`src/rtl/aes_pkg.sv`:
```
// Shared constants and FSM encoding for the AES
// request arbiter and its round-robin picker.
package aes_pkg;

  localparam int AES_BLOCK_W     = 128;
  localparam int AES_KEY_W       = 128;
  localparam int TIMEOUT_CYC_DEF = 64;

  typedef enum logic [1:0] {
    IDLE = 2'd0,
    LOAD = 2'd1,
    RUN  = 2'd2,
    DONE = 2'd3
  } arb_state_e;

endpackage

```
`src/rtl/aes_rr_pick.sv`:
```
// Combinational round-robin picker: first set request
// strictly after last_i, wrapping back to 0..last_i.
module aes_rr_pick #(
  parameter int N   = 2,
  parameter int IDW = 1
) (
  input  logic [N-1:0]   req_i,
  input  logic [IDW-1:0] last_i,
  output logic [N-1:0]   gnt_o,
  output logic [IDW-1:0] idx_o,
  output logic           any_o
);

  logic found;

  always_comb begin
    gnt_o = '0;
    idx_o = '0;
    found = 1'b0;
    for (int i = 0; i < N; i++) begin
      if (!found && req_i[i] && (i > int'(last_i))) begin
        found    = 1'b1;
        gnt_o[i] = 1'b1;
        idx_o    = IDW'(i);
      end
    end
    // wrap-around pass covers 0..last_i
    for (int i = 0; i < N; i++) begin
      if (!found && req_i[i] && (i <= int'(last_i))) begin
        found    = 1'b1;
        gnt_o[i] = 1'b1;
        idx_o    = IDW'(i);
      end
    end
  end

  assign any_o = |req_i;

endmodule

```
`src/rtl/aes_req_arbiter.sv`:
```
// Shares one AES core between NUM_REQ requesters:
// round-robin grant, timed run, valid/ready response.
module aes_req_arbiter
  import aes_pkg::*;
#(
  parameter int NUM_REQ     = 2,
  parameter int ID_W        = 1,
  parameter int TIMEOUT_CYC = TIMEOUT_CYC_DEF
) (
  input  logic                           AES_clk,
  input  logic                           AES_rst_n,
  input  logic [NUM_REQ-1:0]             req_valid,
  output logic [NUM_REQ-1:0]             req_ready,
  input  logic [NUM_REQ*AES_BLOCK_W-1:0] req_data,
  input  logic [NUM_REQ*AES_KEY_W-1:0]   req_key,
  output logic                           resp_valid,
  input  logic                           resp_ready,
  output logic [ID_W-1:0]                resp_id,
  output logic [AES_BLOCK_W-1:0]         resp_data,
  output logic                           resp_err,
  output logic                           core_en,
  output logic [AES_BLOCK_W-1:0]         core_data_in,
  output logic [AES_KEY_W-1:0]           core_key_in,
  input  logic [AES_BLOCK_W-1:0]         core_data_out,
  input  logic                           core_data_out_valid
);

  localparam int CNT_W = $clog2(TIMEOUT_CYC) + 1;
  localparam logic [CNT_W-1:0] CNT_LAST = CNT_W'(TIMEOUT_CYC - 1);
  localparam logic [CNT_W-1:0] CNT_MAX  = '1;

  arb_state_e             state_q, state_d;
  logic [ID_W-1:0]        last_q, last_d;
  logic [ID_W-1:0]        id_q, id_d;
  logic [CNT_W-1:0]       cnt_q, cnt_d;
  logic                   en_q, en_d;
  logic [AES_BLOCK_W-1:0] din_q, din_d;
  logic [AES_KEY_W-1:0]   key_q, key_d;
  logic [AES_BLOCK_W-1:0] rdata_q, rdata_d;
  logic                   err_q, err_d;

  logic [NUM_REQ-1:0]     gnt_oh;
  logic [ID_W-1:0]        gnt_idx;
  logic                   any_req;
  logic [AES_BLOCK_W-1:0] sel_data;
  logic [AES_KEY_W-1:0]   sel_key;

  aes_rr_pick #(
    .N   (NUM_REQ),
    .IDW (ID_W)
  ) u_pick (
    .req_i  (req_valid),
    .last_i (last_q),
    .gnt_o  (gnt_oh),
    .idx_o  (gnt_idx),
    .any_o  (any_req)
  );

  always_comb begin
    sel_data = '0;
    sel_key  = '0;
    for (int i = 0; i < NUM_REQ; i++) begin
      if (gnt_oh[i]) begin
        sel_data = sel_data | req_data[i*AES_BLOCK_W +: AES_BLOCK_W];
        sel_key  = sel_key | req_key[i*AES_KEY_W +: AES_KEY_W];
      end
    end
  end

  always_comb begin
    state_d = state_q;
    last_d  = last_q;
    id_d    = id_q;
    cnt_d   = cnt_q;
    en_d    = en_q;
    din_d   = din_q;
    key_d   = key_q;
    rdata_d = rdata_q;
    err_d   = err_q;
    unique case (state_q)
      IDLE: begin
        if (any_req) begin
          din_d   = sel_data;
          key_d   = sel_key;
          id_d    = gnt_idx;
          last_d  = gnt_idx;
          state_d = LOAD;
        end
      end
      LOAD: begin
        en_d    = 1'b1;
        cnt_d   = '0;
        state_d = RUN;
      end
      RUN: begin
        // a result in the timeout cycle still counts as success
        if (core_data_out_valid) begin
          rdata_d = core_data_out;
          err_d   = 1'b0;
          en_d    = 1'b0;
          state_d = DONE;
        end else if (cnt_q == CNT_LAST) begin
          rdata_d = '0;
          err_d   = 1'b1;
          en_d    = 1'b0;
          state_d = DONE;
        end else if (cnt_q != CNT_MAX) begin
          cnt_d = cnt_q + CNT_W'(1);
        end
      end
      DONE: begin
        if (resp_ready) state_d = IDLE;
      end
      default: state_d = IDLE;
    endcase
  end

  always_ff @(posedge AES_clk or negedge AES_rst_n) begin
    if (!AES_rst_n) begin
      state_q <= IDLE;
      last_q  <= ID_W'(NUM_REQ - 1);
      id_q    <= '0;
      cnt_q   <= '0;
      en_q    <= 1'b0;
      din_q   <= '0;
      key_q   <= '0;
      rdata_q <= '0;
      err_q   <= 1'b0;
    end else begin
      state_q <= state_d;
      last_q  <= last_d;
      id_q    <= id_d;
      cnt_q   <= cnt_d;
      en_q    <= en_d;
      din_q   <= din_d;
      key_q   <= key_d;
      rdata_q <= rdata_d;
      err_q   <= err_d;
    end
  end

  assign req_ready    = (state_q == IDLE) ? gnt_oh : '0;
  assign resp_valid   = (state_q == DONE);
  assign resp_id      = id_q;
  assign resp_data    = rdata_q;
  assign resp_err     = err_q;
  assign core_en      = en_q;
  assign core_data_in = din_q;
  assign core_key_in  = key_q;

endmodule

```
`config.mk`:
```
export PLATFORM = sky130hd
export DESIGN_NAME = aes_req_arbiter
export DESIGN_NICKNAME = d
export VERILOG_FILES = /design/src/rtl/aes_pkg.sv /design/src/rtl/aes_rr_pick.sv /design/src/rtl/aes_req_arbiter.sv
export SDC_FILE = /design/constraint.sdc
export NUM_CORES = 1
export LEC_CHECK = 0
export BUFFER_PORTS_ARGS = -buffer_cell sky130_fd_sc_hd__buf_2
export CAP_MARGIN = 20
export CELL_PAD_IN_SITES_DETAIL_PLACEMENT = 2
export CELL_PAD_IN_SITES_GLOBAL_PLACEMENT = 2
export CORE_AREA = 2 2 401 403
export CTS_BUF_LIST = sky130_fd_sc_hd__clkbuf_4 sky130_fd_sc_hd__clkbuf_8
export DETAILED_ROUTE_END_ITERATION = 8
export DIE_AREA = 0 0 403 405
export MAX_ROUTING_LAYER = met4
export PLACE_DENSITY = 0.48
export SYNTH_ARGS = -nofsm -noshare
export SYNTH_HDL_FRONTEND = slang
export SYNTH_SLANG_ARGS = --single-unit
```
`constraint.sdc`:
```
create_clock -name AES_clk -period 1.9 [get_ports AES_clk]
set_input_delay 0.285 -clock AES_clk [delete_from_list [all_inputs] [get_ports AES_clk]]
set_output_delay 0.285 -clock AES_clk [all_outputs]
set_load 0.01 [all_outputs]
```
==> metrics.md <==
| Metric | Value |
|---|---|
| # port buffers | `between 1000 and 1500` |
| DR DRC count | `0` |
| Routed len/inst | `between 20 and 25 microns` |
| FF-to-FF End | `core_data_in[112]$_DFFE_PN0P_` |
| Top_reg_cell synth | `dfrtp_1` |
| Drt first pass iters | `4` |
| CTS clk-pin slew, worst paths | `0.06 ns` |
| TritonCTS buffer count | `86` |
| Post-Place Worst Slack | `roughly 0.030 ns` |
| Register area share after synthesis | `about 55%` |
| Final slew viol count | `0` |
| Area contributors post-synth | `dfrtp_1, a32oi_1, a221o_1` |
| Die Footprint | `roughly 160000 sq um` |
| WS Path Type | `flop to output port` |
| Num Clock Sinks | `between 300 and 400` |
| Die height | `about 410 microns` |
| Overflow after GRT | `0` |
| Yosys cell types | `38` |
| HP Class | `input pin to flop` |
| RSZ-0062 raised after global routing | `true` |
| ANT nets after route | `0` |
| Worst Path Required | `~1.6 ns` |
| CTS H-tree depth | `3` |
| Number of synthesized flops with an enable pin | `0` |
| HP Start | `req_key[123]` |
| Max Clock Skew | `between 0.06 and 0.07 ns` |
| Gate Count Post-Synth | `~1700` |
| Largest net degree at the start of global routing | `76` |
| GRT Total Usage | `between 10% and 20%` |
| Crit path time final | `between 2 and 2.5 ns` |
| Worst Max-Slew Pin Slew | `roughly 0.58 ns` |
| Reg2reg start | `last_q$_DFFE_PN1P_` |
| DR iter-0 viols | `between 1000 and 1500` |
| Net Sw Frac | `41.3%` |
| Comb pwr share | `between 40 and 50%` |
| Starting density of the core | `11.3%` |
| Switching pwr | `19.0 mW` |
| Max incr delay on CP | `roughly 0.56 ns` |
| Setup crit end kind | `output port` |
| Critical path arrival | `1.85 ns` |
| Relative slew slack | `a little over 60%` |
| I/O pin cnt | `1036` |
| CTS tree | `yes` |
| Violated checks | `setup timing` |
| Yosys warns | `0` |
| Initial antenna violation count | `18` |
| M1 WL | `49600 microns` |
| Final core utilization | `22.4%` |
| Clock Latency Late Sink | `between 0.7 and 0.8 ns` |
| FF-to-FF setup slack | `-0.11 ns` |
| Clock group share of total power | `23.5%` |
| Outcome | `finished, violations left` |
| Power per cell area | `roughly 1300 nW/um^2` |
| Routed wire length | `about 130000 microns` |
| Pleak | `approximately 16 nW` |
| Post-synth design cell area | `17900 sq um` |
| Post-synth top area share | `between 50% and 60%` |
| P&R area growth vs syn | `99.3%` |
| Clock Tree Buf Depth | `3` |
| Number of global-route vias before repair | `~25000` |
| Worst Path Max Fanout | `3` |
| Yosys reg bits | `just under 400` |
| Final hold violations | `0` |
| Avg Synthesized Cell Area | `around 11 sq um` |
| Hold depth | `4` |
| Layout Nets | `just over 4000` |
| HPWL Detailed | `between 80000 and 90000 microns` |
| Met2 routed WL | `roughly 62000 microns` |
| Layout cells sized above 1 | `40.5%` |
| Die width | `between 400 and 500 microns` |
| Met3 Wirelength | `7570 microns` |
| Routability Congestion | `between 0.8 and 0.9` |
| CP max stage cell | `dfstp_2` |
| CTS root buffer | `clkbuf_8` |
| Critical Path, Cell by Cell | `nand2b_4 -> buf_16 -> and3_4 -> buf_6` |
| Post-DR vias/cell | `3.94` |
| Via count | `between 20000 and 25000` |
| Tcrit/Tclk final | `112%` |
| Num rows | `approximately 150` |
| Worst R2R Path Depth | `6` |
| Largest area contributor in the netlist | `dfrtp_1` |
| Maxcap violations | `0` |
| Peak VDD IR | `0.512 mV` |
| Final setup slack of the worst path | `-0.235 ns` |
| Global-route wire length before repair | `around 170000 microns` |
| Sequential fraction of design power | `31.1%` |
| Top Metal Used | `met4` |
| Fmax | `0.468 GHz` |
| Pint | `27.0 mW` |
| WHS | `0.113 ns` |
| Core ar. | `between 150000 and 200000 sq um` |
| Post-synth ARST share | `100%` |
| Post-Syn Nets | `approximately 2300` |
| Final setup fails | `between 80 and 90` |
| CP startpoint kind | `flop` |
| Worst Hold End | `core_key_in[123]$_DFFE_PN0P_` |
-- through the flow --
stage | instance area [sq um] | cells | total power [mW] | TNS (ns)
after detailed placement | 26300 | 4746 | 33.2 | 0
final | 35700 | 5585 | 46.0 | -2.86
after floorplan | 17900 | 1679 | 22.9 | 0
after CTS | 35500 | 5560 | 46.5 | -1.87
after global placement | 26300 | 4746 | 32.8 | 0
after global routing | 35700 | 5582 | 49.3 | -24.50
-- flip-flops by register name, summed over array words and instances (netlist names) --
register / count
cnt_q: 7
core_data_in: 128
core_en: 1
core_key_in: 128
last_q: 1
resp_data: 128
resp_err: 1
resp_id: 1
state_q: 2
-- synthesized netlist by cell type (2+ instances only) --
master,n
and3b_1,3
nor2_1,3
a221o_1,128
buf_1,5
and3_1,4
clkbuf_1,83
inv_1,3
a31oi_1,4
a311oi_1,4
nor3b_1,2
nand2b_1,3
buf_6,12
nand2_1,260
a32oi_1,256
a21oi_1,9
o21ai_1,13
o21a_1,2
buf_2,74
and2_1,2
o21ai_0,244
nand3_1,4
dfrtp_1,396
ha_1,6
a211o_1,2
buf_4,14
nor2b_1,130
a21o_1,2
-- cells in the final DEF, fill, tap and decap left out, types with 26 or more instances in the layout --
| cell type | synthesis | routed |
|---|---|---|
| buf_2 | 74 | 1030 |
| dlygate4sd3_1 | 0 | 644 |
| dfrtp_1 | 396 | 394 |
| nand2_1 | 260 | 260 |
| o21ai_0 | 244 | 239 |
| a32oi_1 | 256 | 208 |
| nor2b_1 | 130 | 130 |
| a221o_1 | 128 | 128 |
| clkbuf_8 | 0 | 113 |
| buf_4 | 14 | 90 |
| a32oi_2 | 0 | 45 |
| buf_12 | 0 | 35 |
| clkbuf_4 | 0 | 26 |
-- per-layer routing --
metal / global-route usage [%] / up-vias
met4: 7.34 / 0
met2: 24.9 / 831
li1: - / 9938
met5: - / -
met1: 16.4 / 11000
met3: 4.14 / 283
-- power groups by stage --
| stage | Sequential, mW | Clock, mW | Combinational, mW |
|---|---|---|---|
| floorplan | 15.4 | 0 | 7.50 |
| global placement | 14.2 | 0 | 18.6 |
| detailed placement | 14.4 | 0 | 18.9 |
| CTS | 14.3 | 11.4 | 20.8 |
| global route | 14.8 | 11.7 | 22.8 |
| finish | 14.3 | 10.8 | 20.9 |
-- cell type report --
type,count,area [sq um]
Timing Repair Buffer,1833,13700
Fill cell,18100,124000
Antenna cell,19,47.5
Clock buffer,139,1750
Inverter,3,11.3
Sequential cell,397,9940
Clock inverter,17,206
Multi-Input combinational cell,1091,7510
Tap cell,2086,2610
-- cells by family after synthesis --
family | Yosys count | synth area share [%]
AOI/OAI and AO/OA | 672 | 28.1
DFF | 397 | 55.4
and+or+nand+nor | 413 | 10.8
buffers and inverters | 191 | 5.31
adders and majority gates | 6 | 0.419
-- worst max-delay path by stage --
stage               slack [ns]              startpoint  depth (start not counted)                         end
floorplan                 0.18  state_q[0]$_DFFE_PN0P_                          7  resp_data[100]$_DFFE_PN0P_
global placement          0.02            req_valid[1]                          5                req_ready[1]
detailed placement        0.03            req_valid[1]                          5                req_ready[1]
CTS                      -0.41      last_q$_DFFE_PN1P_                          4                req_ready[0]
global route             -0.40      last_q$_DFFE_PN1P_                          4                req_ready[0]
finish                   -0.23      last_q$_DFFE_PN1P_                          4                req_ready[0]
-- critical path, delay by kind of cell (launching register included) --
kind                   cells  cell delay [ns]
buffers and inverters      2             0.21
flip-flops                 1             0.56
AND/OR/NAND/NOR            2             0.34
-- what timing repair did --
action / in CTS / in global routing
hold buffers: 645 / 0
buffers inserted: 7 / 3
resized for setup: 81 / 10
pin swaps: 2 / 2
endpoints found under the hold margin: 670 / 0
gates cloned: 6 / 7
setup endpoints to repair: 5 / 181
Power figures use the tool's default switching activity.
